**src/rtl/mod_shift_iter.sv**
```systemverilog
// Iterative modular doubling/halving: one step per cycle, result = x*2^(+/-k) mod Q.
// Latency k+1 cycles from accept to oValid; result held in DONE until iReady.
module mod_shift_iter #(
    parameter int BITWIDTH = 8,
    parameter int SHIFTW   = 4
) (
    input  logic                iClk,
    input  logic                iRst,
    input  logic                iClr,
    input  logic                iValid,
    output logic                oReady,
    input  logic [BITWIDTH-1:0] iData,
    input  logic [BITWIDTH-1:0] iQ,
    input  logic [SHIFTW-1:0]   iShamt,
    input  logic                iMode,
    output logic                oValid,
    input  logic                iReady,
    output logic [BITWIDTH-1:0] oData
);

    typedef enum logic [1:0] {
        IDLE = 2'd0,
        RUN  = 2'd1,
        DONE = 2'd2
    } state_t;

    state_t              state_q, state_d;
    logic [SHIFTW-1:0]   cnt_q, cnt_d;
    logic [BITWIDTH-1:0] x_q, x_d;
    logic [BITWIDTH-1:0] q_q, q_d;
    logic                mode_q, mode_d;

    // Both step variants work at BITWIDTH+1 bits so the doubling overflow
    // and the halving carry are never lost, even for out-of-range operands.
    logic [BITWIDTH:0]   q_ext;
    logic [BITWIDTH:0]   dbl;
    logic [BITWIDTH:0]   dbl_red;
    logic [BITWIDTH:0]   hsum;
    logic [BITWIDTH-1:0] step_val;

    always_comb begin
        q_ext   = {1'b0, q_q};
        dbl     = {x_q, 1'b0};
        dbl_red = (dbl < q_ext) ? dbl : (dbl - q_ext);
        hsum    = {1'b0, x_q} + (x_q[0] ? q_ext : '0);
        if (mode_q) begin
            step_val = hsum[BITWIDTH:1];
        end else begin
            step_val = dbl_red[BITWIDTH-1:0];
        end
    end

    always_comb begin
        state_d = state_q;
        cnt_d   = cnt_q;
        x_d     = x_q;
        q_d     = q_q;
        mode_d  = mode_q;
        case (state_q)
            IDLE: begin
                if (iValid) begin
                    x_d     = iData;
                    q_d     = iQ;
                    mode_d  = iMode;
                    cnt_d   = iShamt;
                    state_d = (iShamt == '0) ? DONE : RUN;
                end
            end
            RUN: begin
                x_d   = step_val;
                cnt_d = cnt_q - SHIFTW'(1);
                if (cnt_q == SHIFTW'(1)) begin
                    state_d = DONE;
                end
            end
            DONE: begin
                if (iReady) begin
                    state_d = IDLE;
                end
            end
            default: begin
                state_d = IDLE;
            end
        endcase
        // Clear wins over accept and handshake in the same edge.
        if (iClr) begin
            state_d = IDLE;
            x_d     = '0;
            cnt_d   = '0;
        end
    end

    always_ff @(posedge iClk) begin
        if (iRst) begin
            state_q <= IDLE;
            cnt_q   <= '0;
            x_q     <= '0;
            q_q     <= '0;
            mode_q  <= 1'b0;
        end else begin
            state_q <= state_d;
            cnt_q   <= cnt_d;
            x_q     <= x_d;
            q_q     <= q_d;
            mode_q  <= mode_d;
        end
    end

    assign oReady = (state_q == IDLE);
    assign oValid = (state_q == DONE);
    assign oData  = x_q;

endmodule
```
**config.mk**
```make
export PLATFORM = sky130hd
export DESIGN_NAME = mod_shift_iter
export DESIGN_NICKNAME = d
export VERILOG_FILES = /design/src/rtl/mod_shift_iter.sv
export SDC_FILE = /design/constraint.sdc
export NUM_CORES = 1
export LEC_CHECK = 0
export CORE_MARGIN = 2
export CORE_UTILIZATION = 57
export DETAILED_ROUTE_END_ITERATION = 10
export PLACE_DENSITY = 0.95
export SLEW_MARGIN = 40
export SYNTH_ARGS = -nofsm -noshare
export SYNTH_HDL_FRONTEND = slang
export SYNTH_SLANG_ARGS = --single-unit
```
**constraint.sdc**
```tcl
create_clock -name iClk -period 5.9 [get_ports iClk]
set_clock_uncertainty 0.05 [all_clocks]
set_input_delay 1.475 -clock iClk [delete_from_list [all_inputs] [get_ports iClk]]
set_output_delay 1.475 -clock iClk [all_outputs]
set_load 0.03 [all_outputs]
```
==> results of run 1 <==
## critical path, stage by stage, from the launching register on
cell             delay, ns
dfxtp_1               0.77
nor2_1                0.17
clkdlybuf4s50_1       0.64
## cell usage after synthesis, drive strengths merged (2+ instances only)
library cell | instances | area [sq um]
a21oi | 31 | 163
nor2 | 31 | 124
nand2 | 26 | 97.6
dfxtp | 23 | 460
inv | 18 | 67.6
ha | 17 | 213
nor3 | 17 | 85.1
o21ai | 16 | 80.1
a211oi | 9 | 77.6
buf | 7 | 40.0
nand2b | 6 | 37.5
nand3 | 6 | 35.0
nor2b | 6 | 37.5
a21o | 5 | 37.5
clkbuf | 5 | 18.8
mux2i | 4 | 40.0
nor3b | 4 | 30.0
or3 | 4 | 25.0
nand3b | 3 | 22.5
a31oi | 2 | 12.5
a32oi | 2 | 17.5
and2 | 2 | 12.5
fa | 2 | 40.0
o2111ai | 2 | 17.5
o21a | 2 | 15.0
o21bai | 2 | 15.0
o221ai | 2 | 23.8
o22ai | 2 | 12.5
or2 | 2 | 12.5
xor2 | 2 | 17.5
## routing by layer
| layer | GRT usage, % | share of wire, % | vias up |
|---|---|---|---|
| met4 | 8.42 | 2.0 | 0 |
| met3 | 4.82 | 9.2 | 13 |
| met1 | 37.3 | 41 | 991 |
| met5 | 0 | 0 | - |
| li1 | - | - | 1054 |
| met2 | 46.6 | 48 | 116 |
## report_power, final
part	switching, mW	internal [mW]
clock network	0.0514	0.0254
registers	0.0135	0.164
logic	0.0935	0.0724
total	0.158	0.262
## cell type report
type	instances	area, sq um	share of cell area, %
inverters	18	67.6	2.81
flip-flops and latches	23	460	19.1
clock buffers	3	22.5	0.935
repair buffers	35	350	14.5
well taps	46	57.6	2.39
clock inverters	1	5.00	0.208
multi-input cells	223	1450	60.0
## final timing paths
| path | from | endpoint | slack (ns) | cells after the start |
|---|---|---|---|---|
| worst max register to register | oData[0] | oData[6] | 3.59 | 7 |
| worst max-delay path | state_q[0] | oReady | 2.47 | 2 |
| worst min-delay path | q_q[2] | q_q[2] | 0.42 | 2 |
| worst min register to register | q_q[2] | q_q[2] | 0.42 | 2 |
## per-stage QoR
stage	hold slack, ns	std cells
after detailed placement	0.398	345
after floorplan	0.386	276
after global routing	0.437	349
final	0.416	349
after CTS	0.416	349
after global placement	0.394	345
## state kept, by name, indices dropped and copies added (netlist names)
name     flops
mode_q       1
cnt_q        4
oData        8
q_q          8
state_q      2
## cells by family (layout without fill, tap and decap cells)
kind of cell | count (synthesis) | in the layout | synth area share, %
simple gates | 110 | 110 | 26.7
compound gates | 87 | 87 | 28.7
buf+inv | 30 | 57 | 6.23
flops | 23 | 23 | 22.7
fa+ha+maj | 19 | 19 | 12.5
mux | 4 | 4 | 1.97
xor+xnor | 3 | 3 | 1.30
==> results.md, run 1 <==
* GRT Residual Overflow at 0
* Setup TNS at 0 ns
* # setup viols final at 0
* H-tree depth at 1
* Chip Height at 63.7 um
* Design area at 2410 sq um
* Count of yosys warnings during synthesis at 0
* First-pass GRT wire length at 9.18 mm
* Synth Instances at 276
* Average footprint of a synthesized cell at 7.35 sq um
* Number of I/O pins at 36
* Critical path required time at about 4.4 ns
* CP Capture Type: output port
* Post-DP Area at roughly 2400 sq um
* Register area share after synthesis at 22.7%
* Clk_lat worst skew at between 0.3 and 0.4 ns
* Final period utilization at 58.1%
* Most frequent cells in the layout: clkdlybuf4s50_1 (35), nor2_1 (30), a21oi_1 (29), nand2_1 (26), dfxtp_1 (23)
* Max-Cap Viols at 0
* EDFF count, synth at 0
* Post-synthesis register bit count at 23
* Clk buf depth at 2
* DR iter-0 viols at 160
* Rows at 21
* Arrival time worst endpoint at 1.90 ns
* Async SR Flop Fraction at 0%
* Total Routing Usage GR at about 28%
* Antenna viol nets, final at 0
* Place WS at between 2 and 2.5 ns
* Final #Nets at around 350
* Vias in the first global route at about 2k
* CTS Hold Buffers Added at 0
* Pin count of the biggest net entering global routing at 21
* Initial antenna violation count at 0
* # diodes at 0
* Residual DRC at 0
* Synth Net Count at between 300 and 400
* Layout cell share with drive strength beyond 1 at 4.95%
* Vias per Instance at 6.23
* Clk slew on worst S/H paths at 0.14 ns
* Commonest non-fill, non-tap cell in the layout: clkdlybuf4s50_1
* GP Congestion at between 0.9 and 1
* P_leak at 0.970 nW
* Routed wire length at approximately 5.3 mm
* CTS tree: yes
* Die Area at 4050 sq um
* Post-Syn Area at 2030 sq um
* Status: finished clean
* Routed WL per cell at 15.2 um
* Post-layout util at 71.1%
* Resized cells post-CTS at 0
* F_max at 292 MHz
* Yosys cell types at 54
* Clock Sink Count at 23
* Tightest Pin Transition at 0.664 ns
* CORE AREA at 3390 sq um
* RSZ-0062 raised after global routing: false
* Drt pass-1 iters at 4
* Initial core utilization at 59.8%
* TritonCTS Buffers at 3
* Die Wd at 63.7 um
* Final Critical Period at 3.43 ns
* VDD IR max at 0.000168 V
* Setup Crit Path Kind: reg2out
* Clk root buf: clkbuf_4
* Slew HR at between 50% and 60%
* Area grow syn2layout at 18.8%
* Critical path fanouts, max at 20
* Worst Hold Class: reg2reg
* Final worst slack at 2.47 ns
* PwrDens at ~170 nW/um^2
* Postcts setup bufs at 0
* Max-slew violations at 0
* CP Launch Type: flop
* Post-DP HPWL at 4.14 mm
* Overall Power at about 420 uW
* Buffers on Ports at 35
* Endpoints failing hold at 0
* Via Count at 2,174
* Top_reg_cell synth: dfxtp_1
* # fillers at 270
Note: power is estimated with default switching activity, not from simulation.
==> inputs of run 2 (changes only) <==
Settings changed: CORE_UTILIZATION 57 to 48, PLACE_DENSITY 0.95 to 0.89.
Clock period 5.9 ns to 3.15 ns, I/O delays scaled along.
==> results.md, run 2 (synthesized netlist as in run 1, its figures left out) <==
* First-pass GRT wire length at 8.96 mm (-2.4%)
* Commonest non-fill, non-tap cell in the layout: clkdlybuf4s50_1
* Clk_lat worst skew at 0.27 ns (-0.05 ns)
* Antenna viol nets, final at 0 (unchanged)
* TritonCTS Buffers at 3 (unchanged)
* Place WS at 0.548 ns (-1.70 ns)
* Design area at 2450 sq um (+1.8%)
* RR Startpoint: q_q[5]
* Endpoints failing hold at 0 (unchanged)
* Area grow syn2layout at 20.9%
* Resized cells post-CTS at 0 (unchanged)
* Routed WL per cell at 15.0 um (-1.0%)
* Worst Hold Class: reg2reg
* Hold Path Stages at 2 (unchanged)
* Hold path start: q_q[2]
* # setup viols final at 0 (unchanged)
* VDD IR max at 0.000245 V (+46%)
* Worst Hold End: q_q[2]
* CTS tree: yes
* Total Routing Usage GR at 22.2% (-5.9 points)
* Max-Cap Viols at 0 (unchanged)
* Arrival time worst endpoint at 1.73 ns (-0.17 ns)
* RSZ-0062 raised after global routing: false
* CORE AREA at 4030 sq um (+19%)
* Buffers on Ports at 35 (unchanged)
* Post-DP HPWL at 4.09 mm (-1.3%)
* Final period utilization at between 80 and 90%
* Final #Nets at 352 (+0.86%)
* Initial core utilization at 50.3% (-9.5 points)
* Clk slew on worst S/H paths at 0.09 ns (-0.05 ns)
* H-tree depth at 1 (unchanged)
* Final Critical Period at 2.57 ns
* Chip Height at 69.0 um (+8.4%)
* Slew HR at 59.5% (+3.9 points)
* CP Capture Type: output port
* Clock Sink Count at 23 (unchanged)
* Postcts setup bufs at 0 (unchanged)
* CP Launch Type: flop
* P_leak at 0.989 nW (+1.9%)
* Tightest Pin Transition at 0.606 ns (-0.0589 ns)
* DP Cell Count at 352 (+2.0%)
* Residual DRC at 0 (unchanged)
* Post-layout util at 60.8% (-10 points)
* Die Wd at 69.0 um (+8.4%)
* GRT Residual Overflow at 0 (unchanged)
* Via Count at 2,136 (-1.7%)
* GP Congestion at 0.942 (-1.8%)
* Setup Crit Path Kind: reg2out
* # diodes at 0 (unchanged)
* Number of I/O pins at 36 (unchanged)
* Seq. cell area at 460 sq um (unchanged)
* PwrDens at 341 nW/um^2 (+96%)
* Reg-to-reg critical path endpoint: oData[4]
* CTS Hold Buffers Added at 0 (unchanged)
* Vias in the first global route at 1,956 (-1.1%)
* Post-DP Area at 2400 sq um (+1.2%)
* Clk root buf: clkbuf_8
* Layout cell share with drive strength beyond 1 at 5.56% (+0.61 points)
* Clk buf depth at 2 (unchanged)
* Vias per Instance at 6.00 (-3.7%)
* Hold slack at 0.408 ns (-0.00774 ns)
* Die Area at 4760 sq um (+18%)
* Pin count of the biggest net entering global routing at 18 (-14%)
* Critical path required time at 2.31 ns (-2.07 ns)
* Max-slew violations at 0 (unchanged)
* Routed wire length at 5.35 mm (+0.98%)
* Layout Cells excl Fill at 356 (+2.0%)
* Setup TNS at 0 ns (unchanged)
* Area of the multi-input gates at 1440 sq um (-0.26%)
* Drt pass-1 iters at 5 (+1)
* Worst r2r path cells at 7 (unchanged)
* Critical path fanouts, max at 11 (-45%)
* F_max at 389 MHz
* Final worst slack at 0.579 ns (-1.89 ns)
* Most frequent cells in the layout: clkdlybuf4s50_1 (35), nor2_1 (30), a21oi_1 (29), nand2_1 (26), dfxtp_1 (23)
* Overall Power at 837 uW (+99%)
* Flop2flop setup slack at 0.90 ns (-2.69 ns)
* Rows at 23 (+9.5%)
* Status: finished clean
* DR iter-0 viols at 146 (-8.8%)
* # fillers at 379 (+40%)
* Initial antenna violation count at 0 (unchanged)
-- run 2: routing by layer --
layer / GRT usage, % / part of all wire (%) / up-vias
met5: 0 / 0 / -
met4: 5.88 / 0.90 / 0
met3: 2.63 / 6.5 / 8
met2: 36.8 / 48 / 85
met1: 30.6 / 45 / 984
li1: - / - / 1059
-- run 2: critical path, stage by stage (launching register included) --
cell	delay [ns]
dfxtp_1	0.54
nor2b_1	0.23
clkdlybuf4s50_1	0.69
-- run 2: worst max path at each step --
stage          startpoint  endpoint  slack, ns  cells after the start
6_report       state_q[1]    oValid       0.58                      2
5_1_grt        state_q[1]    oValid       0.53                      2
4_1_cts        state_q[1]    oValid       0.59                      2
3_5_place_dp       iValid  oData[3]       0.55                      7
3_3_place_gp       iValid  oData[1]       0.64                      7
2_1_floorplan    oData[0]  oData[6]       0.98                      7
-- run 2: final cells by class --
class / count / share of cell area, %
well taps: 50 / 2.55
multi-input cells: 223 / 58.8
flip-flops and latches: 23 / 18.8
inverters: 18 / 2.76
clock buffers: 3 / 1.68
clock inverters: 1 / 0.204
repair buffers: 38 / 15.2
-- run 2: power breakdown --
part	internal [mW]	switching [mW]	leakage, nW
registers	0.307	0.0221	0.189
logic	0.138	0.180	0.775
clock network	0.0885	0.101	0.0255
total	0.534	0.303	0.989
==> patch, RTL diff (flow settings as in run 1) <==
`SHIFTW`: 4 -> 6.
--- a/src/rtl/mod_shift_iter.sv
+++ b/src/rtl/mod_shift_iter.sv
@@ -2,7 +2,7 @@
 // Latency k+1 cycles from accept to oValid; result held in DONE until iReady.
 module mod_shift_iter #(
     parameter int BITWIDTH = 8,
-    parameter int SHIFTW   = 4
+    parameter int SHIFTW   = 6
 ) (
     input  logic                iClk,
     input  logic                iRst,
Interface: changed (resized iShamt); port bits go from 36 to 38. No check against the original RTL was run, so the function may have changed too.
==> patch against run 1 <==
- setup slack better by 0.25 ns
- highest routed layer unchanged
- global-route usage fell by 2.3 points
- wire length is 1.2% lower
- sequential cell count grew 2
- non-clock buffer count rose by 3
- sequential share of layout area up 0.72 points
- synthesized area rose by 3.1%
- power grew 6.1%
- final area rose by 4.7%
==> patch: results (changes against run 1) <==
number of DRC violations after detailed-routing iteration 0 194 (was 160); compound-cell area share of the yosys netlist 23.0% (was 28.7%); amount of wire on met3 after detailed routing 437 µm (was 486 µm); Wirelength per Cell 14.4 µm (was 15.2 µm); slew at the pin with the worst max-slew slack 0.660 ns (was 0.664 ns); Tot GR Track Use 25.8% (was 28.2%); Worst VDD drop 0.000138 V (was 0.000168 V); met3 Usage GRT 2.78% (was 4.82%); fill count 309 (was 270); number of cells in the finished layout apart from fillers 363 (was 349); grt met1 use 35.8% (was 37.3%); most numerous cell types in the synthesized netlist sky130_fd_sc_hd__nand2_1, sky130_fd_sc_hd__nor2_1, sky130_fd_sc_hd__a21oi_1, sky130_fd_sc_hd__dfxtp_1, sky130_fd_sc_hd__ha_1 (was sky130_fd_sc_hd__nor2_1, sky130_fd_sc_hd__a21oi_1, sky130_fd_sc_hd__nand2_1, sky130_fd_sc_hd__dfxtp_1, sky130_fd_sc_hd__inv_1); cell count of the worst reg-to-reg path 8 (was 7); dominant cells by area after synthesis sky130_fd_sc_hd__dfxtp_1, sky130_fd_sc_hd__ha_1, sky130_fd_sc_hd__a21oi_1 (unchanged); standby leakage power 1.02 nW (was 0.970 nW); WP data arrival 3.33 ns (was 1.90 ns); via/cell ratio 6.01 (was 6.23); sequential fraction of the synthesis area 23.9% (was 22.7%); Cell variety after synth 53 (was 54); Hold Crit Endpoint q_q[6]$_SDFFE_PP0P_ (was q_q[2]$_SDFFE_PP0P_); capture point of the critical path oData[7]$_SDFFE_PP0P_ (was oReady); mux cell area share after synthesis 4.55% (was 1.97%); worst setup slack after placement 2.45 ns (was 2.25 ns); Critical path origin iRst (was state_q[0]$_SDFFE_PP0P_); Max FO, Critical Path 14 (was 20); run status finished, final reports clean (unchanged)
## patch: power by group
group | switching, W | leakage (nW) | total, W | internal, W
logic | 0.0000837 | 0.791 | 0.000155 | 0.0000710
clock network | 0.0000549 | 0.0255 | 0.000102 | 0.0000473
registers | 0.0000119 | 0.205 | 0.000189 | 0.000177
## patch: worst max-delay path: cells and delay by family
family          cells  cell delay, ns
buf+inv             1            0.56
compound gates      2            0.26
simple gates        2            1.03
## patch: logic make-up after synthesis
logic type,count (synthesis)
and+or+nand+nor,126
AOI/OAI and AO/OA,75
buffers and inverters,28
DFF,25
adders and majority gates,19
muxes,9
xor gates and xnor gates,3
## patch: area by class of cell
cell class / count / area share (%)
clock inverter: 1 / 0.198
inverter: 16 / 2.38
clock buffer: 3 / 1.64
sequential: 25 / 19.8
timing repair buffer: 38 / 15.0
tap: 48 / 2.38
multi-input combinational: 232 / 58.6
